==> src/rtl/seq_det_pkg.sv <==
// seq_det_pkg: run state encoding and default pattern/counter widths shared by the detector files
package seq_det_pkg;
    typedef enum logic [1:0] {IDLE, RUN, DONE} state_t;
    localparam int DEF_PAT_W = 4;
    localparam int DEF_CNT_W = 4;
endpackage

==> src/rtl/seq_detect_ctrl_if.sv <==
// seq_detect_ctrl_if: control/config/data bus of the detector; master drives start/abort/cfg_*/x/x_valid, slave returns busy/y/match_cnt/done
interface seq_detect_ctrl_if import seq_det_pkg::*; #(
    parameter int PAT_W = DEF_PAT_W,
    parameter int CNT_W = DEF_CNT_W
);
    logic             start;
    logic             abort;
    logic [PAT_W-1:0] cfg_pattern;
    logic             cfg_overlap;
    logic [CNT_W-1:0] cfg_limit;
    logic             x;
    logic             x_valid;
    logic             busy;
    logic             y;
    logic [CNT_W-1:0] match_cnt;
    logic             done;
    modport master (
        output start, abort, cfg_pattern, cfg_overlap, cfg_limit, x, x_valid,
        input  busy, y, match_cnt, done
    );
    modport slave (
        input  start, abort, cfg_pattern, cfg_overlap, cfg_limit, x, x_valid,
        output busy, y, match_cnt, done
    );
endinterface

==> src/rtl/seq_match_core.sv <==
// seq_match_core: bit history, saturating bit count and pattern compare; ports clk/rst_n, clear (new run), shift (valid bit in RUN), x, pattern, overlap -> match (combinational)
module seq_match_core import seq_det_pkg::*; #(
    parameter int PAT_W = DEF_PAT_W
) (
    input  logic             clk,
    input  logic             rst_n,
    input  logic             clear,
    input  logic             shift,
    input  logic             x,
    input  logic             overlap,
    input  logic [PAT_W-1:0] pattern,
    output logic             match
);
    localparam int BC_W = $clog2(PAT_W + 1);
    localparam logic [BC_W-1:0] FULL  = BC_W'(PAT_W);
    localparam logic [BC_W-1:0] ARMED = BC_W'(PAT_W - 1);
    // the oldest history bit leaves the compare window as x arrives, so only PAT_W-1 bits are kept
    logic [PAT_W-2:0] hist_q, hist_d;
    logic [BC_W-1:0]  bits_q, bits_d;
    logic [PAT_W-1:0] win;
    assign win = {hist_q, x};
    always_comb begin
        match  = shift && bits_q >= ARMED && win == pattern;
        hist_d = clear ? '0 : shift ? win[PAT_W-2:0] : hist_q;
        bits_d = clear ? '0 : !shift ? bits_q : (match && !overlap) ? '0 : bits_q == FULL ? FULL : bits_q + 1'b1;
    end
    always_ff @(posedge clk or negedge rst_n) begin
        if (!rst_n) begin
            hist_q <= '0;
            bits_q <= '0;
        end else begin
            hist_q <= hist_d;
            bits_q <= bits_d;
        end
    end
endmodule

==> src/rtl/seq_detect_ctrl.sv <==
// seq_detect_ctrl: IDLE/RUN/DONE run controller with config latch and match counter; ports clk, rst_n (async, active-low), bus (slave modport)
module seq_detect_ctrl import seq_det_pkg::*; #(
    parameter int PAT_W = DEF_PAT_W,
    parameter int CNT_W = DEF_CNT_W
) (
    input logic              clk,
    input logic              rst_n,
    seq_detect_ctrl_if.slave bus
);
    state_t           state_q, state_d;
    logic [PAT_W-1:0] pat_q, pat_d;
    logic             ovl_q, ovl_d;
    logic [CNT_W-1:0] lim_q, lim_d;
    logic [CNT_W-1:0] cnt_q, cnt_d, cnt_inc;
    logic             y_q, y_d;
    logic             arm, shift, match;
    assign arm   = state_q == IDLE && bus.start;
    assign shift = state_q == RUN && bus.x_valid;
    seq_match_core #(.PAT_W(PAT_W)) u_core (
        .clk     (clk),
        .rst_n   (rst_n),
        .clear   (arm),
        .shift   (shift),
        .x       (bus.x),
        .overlap (ovl_q),
        .pattern (pat_q),
        .match   (match)
    );
    always_comb begin
        cnt_inc = &cnt_q ? cnt_q : cnt_q + 1'b1;
        state_d = state_q;
        pat_d   = pat_q;
        ovl_d   = ovl_q;
        lim_d   = lim_q;
        cnt_d   = cnt_q;
        y_d     = 1'b0;
        if (arm) begin
            state_d = RUN;
            pat_d   = bus.cfg_pattern;
            ovl_d   = bus.cfg_overlap;
            lim_d   = bus.cfg_limit;
            cnt_d   = '0;
        end else if (state_q == RUN && bus.abort) begin
            // abort outranks a match arriving in the same cycle
            state_d = IDLE;
        end else if (match) begin
            y_d     = 1'b1;
            cnt_d   = cnt_inc;
            state_d = (lim_q != '0 && cnt_inc == lim_q) ? DONE : RUN;
        end else if (state_q == DONE) begin
            state_d = IDLE;
        end
    end
    always_ff @(posedge clk or negedge rst_n) begin
        if (!rst_n) begin
            state_q <= IDLE;
            pat_q   <= '0;
            ovl_q   <= 1'b0;
            lim_q   <= '0;
            cnt_q   <= '0;
            y_q     <= 1'b0;
        end else begin
            state_q <= state_d;
            pat_q   <= pat_d;
            ovl_q   <= ovl_d;
            lim_q   <= lim_d;
            cnt_q   <= cnt_d;
            y_q     <= y_d;
        end
    end
    assign bus.busy      = state_q == RUN;
    assign bus.done      = state_q == DONE;
    assign bus.y         = y_q;
    assign bus.match_cnt = cnt_q;
endmodule

==> src/flat_wrapper.sv <==
// flat-port wrapper written by rule: the top's interface ports become plain ports
module seq_detect_ctrl_flat import seq_det_pkg::*;
#(
    parameter int PAT_W = DEF_PAT_W,
    parameter int CNT_W = DEF_CNT_W
)
  (clk, rst_n, bus_start, bus_abort, bus_cfg_pattern, bus_cfg_overlap, bus_cfg_limit, bus_x, bus_x_valid, bus_busy, bus_y, bus_match_cnt, bus_done);
  seq_detect_ctrl_if #(.PAT_W(PAT_W), .CNT_W(CNT_W)) bus_i ();
  input logic clk;
  input logic rst_n;
  input wire logic [$bits(bus_i.start)-1:0] bus_start;
  input wire logic [$bits(bus_i.abort)-1:0] bus_abort;
  input wire logic [$bits(bus_i.cfg_pattern)-1:0] bus_cfg_pattern;
  input wire logic [$bits(bus_i.cfg_overlap)-1:0] bus_cfg_overlap;
  input wire logic [$bits(bus_i.cfg_limit)-1:0] bus_cfg_limit;
  input wire logic [$bits(bus_i.x)-1:0] bus_x;
  input wire logic [$bits(bus_i.x_valid)-1:0] bus_x_valid;
  output wire logic [$bits(bus_i.busy)-1:0] bus_busy;
  output wire logic [$bits(bus_i.y)-1:0] bus_y;
  output wire logic [$bits(bus_i.match_cnt)-1:0] bus_match_cnt;
  output wire logic [$bits(bus_i.done)-1:0] bus_done;
  assign bus_i.start = bus_start;
  assign bus_i.abort = bus_abort;
  assign bus_i.cfg_pattern = bus_cfg_pattern;
  assign bus_i.cfg_overlap = bus_cfg_overlap;
  assign bus_i.cfg_limit = bus_cfg_limit;
  assign bus_i.x = bus_x;
  assign bus_i.x_valid = bus_x_valid;
  assign bus_busy = bus_i.busy;
  assign bus_y = bus_i.y;
  assign bus_match_cnt = bus_i.match_cnt;
  assign bus_done = bus_i.done;
  seq_detect_ctrl #(.PAT_W(PAT_W), .CNT_W(CNT_W)) u_core (.clk(clk), .rst_n(rst_n), .bus(bus_i));
endmodule
==> config.mk <==
export PLATFORM = sky130hd
export DESIGN_NAME = seq_detect_ctrl_flat
export DESIGN_NICKNAME = d
export VERILOG_FILES = /design/src/rtl/seq_det_pkg.sv /design/src/rtl/seq_detect_ctrl_if.sv /design/src/rtl/seq_match_core.sv /design/src/rtl/seq_detect_ctrl.sv /design/src/flat_wrapper.sv
export SDC_FILE = /design/constraint.sdc
export NUM_CORES = 1
export LEC_CHECK = 0
export ABC_CLOCK_PERIOD_IN_PS = 2100
export CAP_MARGIN = 20
export CORE_UTILIZATION = 45
export DETAILED_ROUTE_END_ITERATION = 10
export GPL_ROUTABILITY_DRIVEN = 0
export PLACE_DENSITY = 0.74
export SETUP_SLACK_MARGIN = 0.5
export SLEW_MARGIN = 15
export SYNTH_ARGS = -nofsm -noshare
export SYNTH_HDL_FRONTEND = slang
export SYNTH_SLANG_ARGS = --single-unit
export TNS_END_PERCENT = 50
==> constraint.sdc <==
create_clock -name clk -period 2.1 [get_ports clk]
set_input_delay 0.42 -clock clk [delete_from_list [all_inputs] [get_ports clk]]
set_output_delay 0.42 -clock clk [all_outputs]
set_load 0.05 [all_outputs]
==> results.sh, run 1 <==
export IMPL_crit_start="u_core.bus.match_cnt[0]"
export IMPL_path_delay_family="compound AO/OA/AOI/OAI gates"
export IMPL_final_area_um2=1630
export IMPL_min_delay_path_class="in2async"
export IMPL_layout_min_cycle_time_ps=2040
export IMPL_total_leakage_power_nw=0.691
export IMPL_postCtsHoldBufs=0
export IMPL_syn_nets=121
export IMPL_tightest_slew_ps=410
export IMPL_die_w_um=52.4
export IMPL_required_ps=2360
export IMPL_slew_headroom=0.725
export IMPL_num_rows=17
export IMPL_place_inst=153
export IMPL_maxSlewViolCount=0
export IMPL_wl_met1_um=1190
export IMPL_cp_cell_sequence="ha_4 -> and3b_4 -> or3_1 -> a211o_1 -> a221oi_2 -> o221a_1"
export IMPL_drtIter0Drc=15
export IMPL_start_kind="register"
export IMPL_firstDrtPassIters=4
export IMPL_synth_edff_count=0
export IMPL_drive_gt1_frac=0.346
export IMPL_crit_end="u_core.state_q[1]"
export IMPL_placed_cell_area_um2=1440
export IMPL_finalCritPeriodShare=0.971
export IMPL_detail_route_antenna_nets=0
export IMPL_clock_fmax_mhz=491
export IMPL_ys_seq_area_frac=0.481
export IMPL_r2r_end="u_core.state_q[1]"
export IMPL_num_vias=941
export IMPL_io_pins=22
export IMPL_vdd_ir_drop_max_v=0.000641
export IMPL_cpMaxStageDelayCell="dfrtp_4"
export IMPL_instances_no_fill=164
export IMPL_reg2reg_from="u_core.bus.match_cnt[0]"
export IMPL_wl_met2_um=1270
export IMPL_hold_viol_final=0
export IMPL_avgSynthCellArea_um2=11.2
export IMPL_drt_vias_per_instance=5.74
export IMPL_antenna_found_initial=0
export IMPL_setup_viol=0
export IMPL_cts_sinks=22
export IMPL_finalClockSkew_ps=8.32
export IMPL_yosys_top_cells_count="dfrtp_1, a22o_1, inv_1"
export IMPL_start_util=0.498
export IMPL_synth_top_area_frac=0.481
export IMPL_whs_ps=429
export IMPL_async_reset_ff_frac=1.00
export IMPL_critPathBufInv=0
export IMPL_ys_top_cells_by_area="dfrtp_1, a22o_1, mux2_2"
export IMPL_grt_ovfl_total=0
export IMPL_drt_total_wl_um=2620
export IMPL_yosysTopAreaCell="dfrtp_1"
export IMPL_finalPower_mw=1.44
export IMPL_cts_buffers=3
export IMPL_ys_ff_latch=22
export IMPL_crit_path_max_fanout=3
export IMPL_clk_latency_ps=320
export IMPL_maxCapViolations=0
export IMPL_max_stage_delay_ps=510
export IMPL_route_detailed_drc=0
export IMPL_dpl_hpwl_um=1670
export IMPL_htreeDepth=1
export IMPL_area_growth_pct=42.7
export IMPL_cts_tree="yes"
export IMPL_outcome="finished, final reports clean"
export IMPL_coreArea_um2=2300
export IMPL_clk_pin_slew_ps=130
export IMPL_dpl_worst_slack_ps=43.1
export IMPL_yosysWarnings=0
export IMPL_die_area_um2=2750
export IMPL_ys_flop_type="dfrtp_1"
export IMPL_wl_met3_um=116
export IMPL_end_kind="register"
export IMPL_syn_area_um2=1140
export IMPL_fin_util=0.711
export IMPL_grt_max_degree=23
export IMPL_grt_pass1_wl_um=4000
export IMPL_routedWlPerCell_um=16.0
export IMPL_grt_pass1_vias=905
export IMPL_cts_root_buffer="clkbuf_4"
export IMPL_power_density_nw_per_um2=880
export IMPL_antennaDiodeCount=0
export IMPL_reg2reg_depth=6
export IMPL_die_h_um=52.4
export IMPL_final_nets=156
export IMPL_fin_ws_ps=61.7
export IMPL_cp_num_cells=6
export IMPL_port_buffers=21
export IMPL_track_usage=0.207
export IMPL_r2r_slack_ps=60
export IMPL_rsz0062_at_grt="true"
export IMPL_ys_types=39
export IMPL_crit_type="reg2reg"
export IMPL_synth_most_common_cell="dfrtp_1"
export IMPL_top_layer="met4"
export IMPL_fin_tns_setup_ps=0
export IMPL_cts_buffer_depth=2
export IMPL_synthCells=102
export IMPL_critPathArrivalTime_ps=2300
[registers in the layout, summed over array words and instances, names as in the netlist]
name,flops
u_core.state_q,2
u_core.bus.match_cnt,4
u_core.u_core.hist_q,3
u_core.ovl_q,1
u_core.bus.y,1
u_core.lim_q,4
u_core.u_core.bits_q,3
u_core.pat_q,4
[per-layer routing]
metal,global-route usage,vias to the layer above
li1,-,445
met3,0.0377,5
met2,0.335,24
met4,0.105,0
met1,0.262,467
met5,0,-
[cell families after synthesis]
group           count (synthesis)  synth area share
buf+inv                        10            0.0339
compound gates                 28             0.195
mux                             9            0.0874
simple gates                   24             0.121
flops                          22             0.481
fa+ha+maj                       4            0.0437
xor+xnor                        5            0.0383
[power breakdown]
part / switching [mW] / internal (mW) / total [mW]
combinational: 0.245 / 0.262 / 0.507
sequential: 0.0878 / 0.510 / 0.598
clock: 0.140 / 0.193 / 0.333
[placed cells by master, fill, tap and decap left out, types with 2 or more instances in the layout]
| cell | netlist | layout |
|---|---|---|
| a22o_1 | 7 | 6 |
| a31oi_1 | 3 | 3 |
| buf_2 | 1 | 2 |
| buf_4 | 0 | 13 |
| buf_6 | 0 | 2 |
| clkbuf_4 | 0 | 3 |
| clkdlybuf4s50_1 | 0 | 14 |
| dfrtp_1 | 22 | 19 |
| dfrtp_2 | 0 | 2 |
| ha_4 | 0 | 3 |
| inv_1 | 7 | 7 |
| mux2_1 | 3 | 3 |
| mux2_2 | 5 | 5 |
| nand2_1 | 4 | 4 |
| nor2_1 | 6 | 4 |
| nor2b_1 | 3 | 2 |
| nor3b_1 | 2 | 2 |
| o21ai_0 | 2 | 2 |
| o21ai_1 | 2 | 2 |
| or3_1 | 2 | 2 |
| xnor2_1 | 2 | 2 |
| xor2_1 | 3 | 3 |
[what timing repair did]
item / in CTS / in global routing
resized for setup: 15 / 21
endpoints found under the setup margin: 15 / 19
buffers inserted: 6 / 1
pin swaps: 4 / 8
[worst reg2reg max path: cells and delay by family (launching register included)]
kind | cells | cell delay (ps)
simple gates | 2 | 510
fa+ha+maj | 1 | 170
compound gates | 3 | 800
flops | 1 | 510
[final cells by class]
type                    count  area (um2)
repair buffers             33         285
multi-input cells          70         678
inverters                   7        26.3
flip-flops and latches     22         557
clock inverters             1        30.0
well taps                  28        35.0
clock buffers               3        22.5
fillers                   173         663
[worst min-delay path by stage]
| stage | from | endpoint | slack [ps] |
|---|---|---|---|
| 6_report | rst_n | u_core.u_core.bits_q[1] | 430 |
| 5_1_grt | rst_n | u_core.u_core.bits_q[1] | 440 |
| 4_1_cts | rst_n | u_core.u_core.bits_q[0] | 430 |
| 3_5_place_dp | u_core.pat_q[2] | u_core.pat_q[2] | 500 |
| 3_3_place_gp | u_core.pat_q[0] | u_core.pat_q[0] | 490 |
| 2_1_floorplan | rst_n | u_core.bus.match_cnt[1] | 120 |
No activity file was read; power rests on OpenSTA's default activity.
==> inputs of run 2 (changes only) <==
--- a/config.mk
+++ b/config.mk
@@ -11,6 +11,7 @@
 export DETAILED_ROUTE_END_ITERATION = 10
 export GPL_ROUTABILITY_DRIVEN = 0
 export PLACE_DENSITY = 0.74
+export RECOVER_POWER = 50
 export SETUP_SLACK_MARGIN = 0.5
 export SLEW_MARGIN = 15
 export SYNTH_ARGS = -nofsm -noshare
==> results.sh, run 2 (synthesis results as in run 1) <==
export IMPL_outcome="finished, final reports clean"
export IMPL_crit_type="reg2reg"
export IMPL_finalClockSkew_ps=8.32
export IMPL_firstDrtPassIters=4
export IMPL_htreeDepth=1
export IMPL_r2r_slack_ps=60
export IMPL_power_density_nw_per_um2=883
export IMPL_routedWlPerCell_um=15.9
export IMPL_antenna_found_initial=0
export IMPL_r2r_end="u_core.state_q[1]"
export IMPL_area_growth_pct=42.0
export IMPL_place_inst=153
export IMPL_hold_viol_final=0
export IMPL_fillers=174
export IMPL_dpl_hpwl_um=1670
export IMPL_postCtsHoldBufs=0
export IMPL_die_area_um2=2750
export IMPL_start_util=0.498
export IMPL_min_delay_path_class="reg2reg"
export IMPL_final_nets=156
export IMPL_num_vias=943
export IMPL_die_h_um=52.4
export IMPL_clock_fmax_mhz=491
export IMPL_whs_ps=524
export IMPL_dpl_worst_slack_ps=43.1
export IMPL_io_pins=22
export IMPL_cts_tree="yes"
export IMPL_drt_total_wl_um=2620
export IMPL_clk_pin_slew_ps=130
export IMPL_crit_path_max_fanout=3
export IMPL_detail_route_antenna_nets=0
export IMPL_drive_gt1_frac=0.324
export IMPL_drt_vias_per_instance=5.75
export IMPL_slew_headroom=0.195
export IMPL_drtIter0Drc=15
export IMPL_setup_viol=0
export IMPL_coreArea_um2=2300
export IMPL_fin_ws_ps=61.7
export IMPL_track_usage=0.207
export IMPL_rsz0062_at_grt="true"
export IMPL_final_common_cell="dfrtp_1"
export IMPL_grt_pass1_wl_um=4000
export IMPL_required_ps=2360
export IMPL_grt_max_degree=23
export IMPL_grt_pass1_vias=905
export IMPL_clk_latency_ps=320
export IMPL_cts_buffer_depth=2
export IMPL_vdd_ir_drop_max_v=0.000631
export IMPL_reg2reg_from="u_core.bus.match_cnt[0]"
export IMPL_grt_ovfl_total=0
export IMPL_fin_tns_setup_ps=0
export IMPL_die_w_um=52.4
export IMPL_route_detailed_drc=0
export IMPL_finalCritPeriodShare=0.971
export IMPL_mostFrequentLayoutCells="dfrtp_1, clkdlybuf4s50_1, buf_4"
export IMPL_total_leakage_power_nw=0.680
export IMPL_maxSlewViolCount=0
export IMPL_num_rows=17
export IMPL_start_kind="register"
export IMPL_tightest_slew_ps=1210
export IMPL_antennaDiodeCount=0
export IMPL_critPathArrivalTime_ps=2300
export IMPL_cts_sinks=22
export IMPL_cts_buffers=3
export IMPL_instances_no_fill=164
export IMPL_crit_start="u_core.bus.match_cnt[0]"
export IMPL_layout_min_cycle_time_ps=2040
export IMPL_maxCapViolations=0
export IMPL_reg2reg_depth=6
export IMPL_port_buffers=21
export IMPL_end_kind="register"
export IMPL_cts_root_buffer="clkbuf_4"
export IMPL_crit_end="u_core.state_q[1]"
run 2: layer usage:
metal,up-vias,track usage,part of all wire
met5,-,0,0
met4,0,0.105,0.017
met3,5,0.0377,0.049
met2,26,0.335,0.48
met1,467,0.262,0.45
li1,445,-,-
run 2: what timing repair did:
action | CTS | global route
buffers inserted | 6 | 1
endpoints found under the setup margin | 15 | 19
pin swaps | 4 | 8
resized for setup | 15 | 21
run 2: worst max-delay path: stages (launching register included):
cell	delay [ps]
dfrtp_4	510
ha_4	170
and3b_4	170
or3_1	340
a211o_1	270
a221oi_2	310
o221a_1	220
run 2: final cells by class:
cell class / count / area, um2 / area share
Multi-Input combinational cell: 70 / 678 / 0.417
Sequential cell: 22 / 557 / 0.343
Timing Repair Buffer: 33 / 277 / 0.170
Tap cell: 28 / 35.0 / 0.0216
Clock inverter: 1 / 30.0 / 0.0185
Inverter: 7 / 26.3 / 0.0162
Clock buffer: 3 / 22.5 / 0.0139
run 2: worst min-delay path by stage:
stage | start | to | slack [ps] | cells after the start
4_1_cts | rst_n | u_core.u_core.bits_q[0] | 430 | 2
2_1_floorplan | rst_n | u_core.bus.match_cnt[1] | 120 | 0
3_3_place_gp | u_core.pat_q[0] | u_core.pat_q[0] | 490 | 1
5_1_grt | u_core.pat_q[2] | u_core.pat_q[2] | 550 | 1
3_5_place_dp | u_core.pat_q[2] | u_core.pat_q[2] | 500 | 1
6_report | u_core.pat_q[2] | u_core.pat_q[2] | 520 | 1
run 2: per-stage QoR:
stage / util / power [mW] / cell area, um2
2_1_floorplan: - / 0.851 / 1180
3_3_place_gp: 0.627 / 0.947 / 1440
3_5_place_dp: 0.627 / 0.967 / 1440
4_1_cts: 0.681 / 1.35 / 1570
5_1_grt: 0.708 / 1.53 / 1630
6_report: 0.708 / 1.43 / 1630
run 2: power by group:
part	total [mW]	internal (mW)	leakage (nW)	switching, mW
clock	0.333	0.193	0.0279	0.140
combinational	0.504	0.258	0.376	0.245
sequential	0.598	0.510	0.276	0.0877
==> RTL edit: new RTL, flow settings as in run 1 <==
Reset style: synchronous (`rst_n`), changed in 2 clocked blocks. Comments in the files are not updated.
--- a/src/rtl/seq_match_core.sv
+++ b/src/rtl/seq_match_core.sv
@@ -25,5 +25,5 @@
         bits_d = clear ? '0 : !shift ? bits_q : (match && !overlap) ? '0 : bits_q == FULL ? FULL : bits_q + 1'b1;
     end
-    always_ff @(posedge clk or negedge rst_n) begin
+    always_ff @(posedge clk) begin
         if (!rst_n) begin
             hist_q <= '0;
--- a/src/rtl/seq_detect_ctrl.sv
+++ b/src/rtl/seq_detect_ctrl.sv
@@ -52,5 +52,5 @@
         end
     end
-    always_ff @(posedge clk or negedge rst_n) begin
+    always_ff @(posedge clk) begin
         if (!rst_n) begin
             state_q <= IDLE;
Function: differs if rst_n is asserted again (counterexample within 4 cycles, from zero or initial values and one cycle with rst_n low); with rst_n held inactive, the same outputs for 10 cycles.
==> RTL edit against run 1 <==
Worst setup slack better by 0.35 ns. Sequential cell count unchanged. Synthesized area up 0.55%. Synthesized cell count up 19%. Non-clock buffer count down 4. Cell area down 3.6%. Wire length down 7.8%. Count of clock-buffer cells in the layout unchanged. Global-route usage down 0.35 points. Critical endpoint is now u_core.bus.match_cnt[2]. Largest cell class unchanged. Highest routed layer unchanged.
Power is not compared: it rests on default switching activity, and its combinational part moved more than twofold at a synthesized area within 25%.
==> RTL edit: results (changes against run 1) <==
{
  "detail_route.first_pass.iterations": {"value": 4, "change": "unchanged"},
  "share_of_the_synthesized_area_in_compound_gates_ao_oa_aoi_oai": {"value": 0.0870, "change": "-0.108"},
  "layout.nets": {"value": 170, "change": "+9.0%"},
  "synthTopCellsByCount": "dfxtp_1, mux2i_1, nor2_1, nor2b_1, xnor2_1",
  "synthXorXnorAreaFrac": {"value": 0.0685, "change": "+0.0302"},
  "clock_insertion_delay_worst_skew": {"value": 0.30, "unit": "ns", "change": "-0.02 ns"},
  "synthTopCellsByArea": "dfxtp_1, mux2i_1, nor2b_1",
  "route.detailed.wl_per_inst": {"value": 13.6, "unit": "µm", "change": "-15%"},
  "grt_max_degree": {"value": 14, "change": "-39%"},
  "worst_clock_skew": {"value": 0.00364, "unit": "ns", "change": "-0.00468 ns"},
  "grt.met1_usage": {"value": 0.216, "change": "-0.0460"},
  "crit_arrival": {"value": 1.90, "unit": "ns", "change": "-0.40 ns"},
  "vdd_drop_max_mv": 0.338,
  "met3_wirelength": {"value": 104, "unit": "µm", "change": "-10%"},
  "m1WireLength": {"value": 1.07, "unit": "mm", "change": "-10%"},
  "global_route_wire_length_before_repair": {"value": 4.02, "unit": "mm", "change": "+0.32%"},
  "grtUsageMet3": {"value": 0.0348, "change": "-0.00290"},
  "post_cts_buffers": {"value": 2, "change": "-4"},
  "synth_sequential_area_ratio": {"value": 0.383, "change": "-0.0983"},
  "dp_hpwl": {"value": 1.82, "unit": "mm", "change": "+8.9%"},
  "synth_fp_nets": {"value": 140, "change": "+16%"},
  "global_route_track_usage_on_met2": {"value": 0.384, "change": "+0.0485"},
  "drt_first_iter_violations": {"value": 5, "change": "-10"},
  "detailroute.via_count": {"value": 941, "change": "unchanged"},
  "post_route_cells_drive_above_1_share": {"value": 0.247, "change": "-0.0989"},
  "met2_length": {"value": 1.20, "unit": "mm", "change": "-4.9%"},
  "outcome": "finished, final reports clean",
  "cellInternalPower_mw": 0.688,
  "top_reg_cell_synth": "dfxtp_1",
  "n_antenna_cell": {"value": 0, "change": "unchanged"},
  "hp-class": "reg2reg",
  "worstMarginPinSlew": {"value": 0.483, "unit": "ns", "change": "+0.0732 ns"},
  "post_cts_sizing": {"value": 18, "change": "+3"},
  "cp_top_family": "simple AND/OR/NAND/NOR gates",
  "critical_path.max_fanout": {"value": 4, "change": "+1"},
  "asyncSetResetFlopFracSynth": {"value": 0, "change": "-1.00"},
  "crit_path_top_delay_cell": "clkdlybuf4s50_1",
  "global_route.usage.total": {"value": 0.204, "change": "-0.00348"},
  "post_synthesis_share_of_cell_area_spent_on_full_adders_half_adders_and_majority_gates": {"value": 0.0435, "change": "-0.000238"},
  "post_synth_mux_area_share": {"value": 0.150, "change": "+0.0626"},
  "synth.distinct_cells": {"value": 38, "change": "-2.6%"}
}
## RTL edit: cell types whose count changed after synthesis, sizes merged, moves of 4 or more
| cell | delta |
|---|---|
| xnor2 | +4 |
| mux2 | -8 |
| nor2 | +7 |
| dfrtp | -22 |
| mux2i | +15 |
| a22o | -7 |
| nor2b | +8 |
| nand3 | +4 |
| dfxtp | +22 |
## RTL edit: cell families after synthesis
family / after synthesis
AOI/OAI and AO/OA: 15
DFF: 22
buffers and inverters: 9
xor gates and xnor gates: 9
adders and majority gates: 4
and+or+nand+nor: 46
muxes: 16
## RTL edit: metrics by stage
stage / hold slack [ns] / worst slack (ns) / util / cell area [µm²] / cells
after floorplan: 0.462 / 0.503 / - / 1190 / 121
after global placement: 0.477 / 0.173 / 0.627 / 1450 / 171
after detailed placement: 0.493 / 0.119 / 0.627 / 1450 / 171
after CTS: 0.529 / 0.382 / 0.670 / 1550 / 177
after global routing: 0.571 / 0.392 / 0.679 / 1580 / 178
final: 0.515 / 0.407 / 0.679 / 1580 / 178
## RTL edit: final timing paths
| kind | slack, ns | end | startpoint | cells past startpoint |
|---|---|---|---|---|
| hold / removal | 0.52 | u_core.u_core.bits_q[2] | u_core.ovl_q | 2 |
| setup / recovery | 0.41 | u_core.bus.match_cnt[2] | bus_x | 6 |
| hold reg to reg | 0.52 | u_core.u_core.bits_q[2] | u_core.ovl_q | 2 |
| setup reg to reg | 0.44 | u_core.bus.match_cnt[2] | u_core.u_core.bits_q[0] | 7 |
## RTL edit: layout make-up
cell class              instances  area (µm²)
clock buffers                   3        22.5
clock inverters                 1        30.0
fillers                       191         743
inverters                       5        18.8
multi-input cells              90         749
flip-flops and latches         22         457
well taps                      28        35.0
repair buffers                 29         263
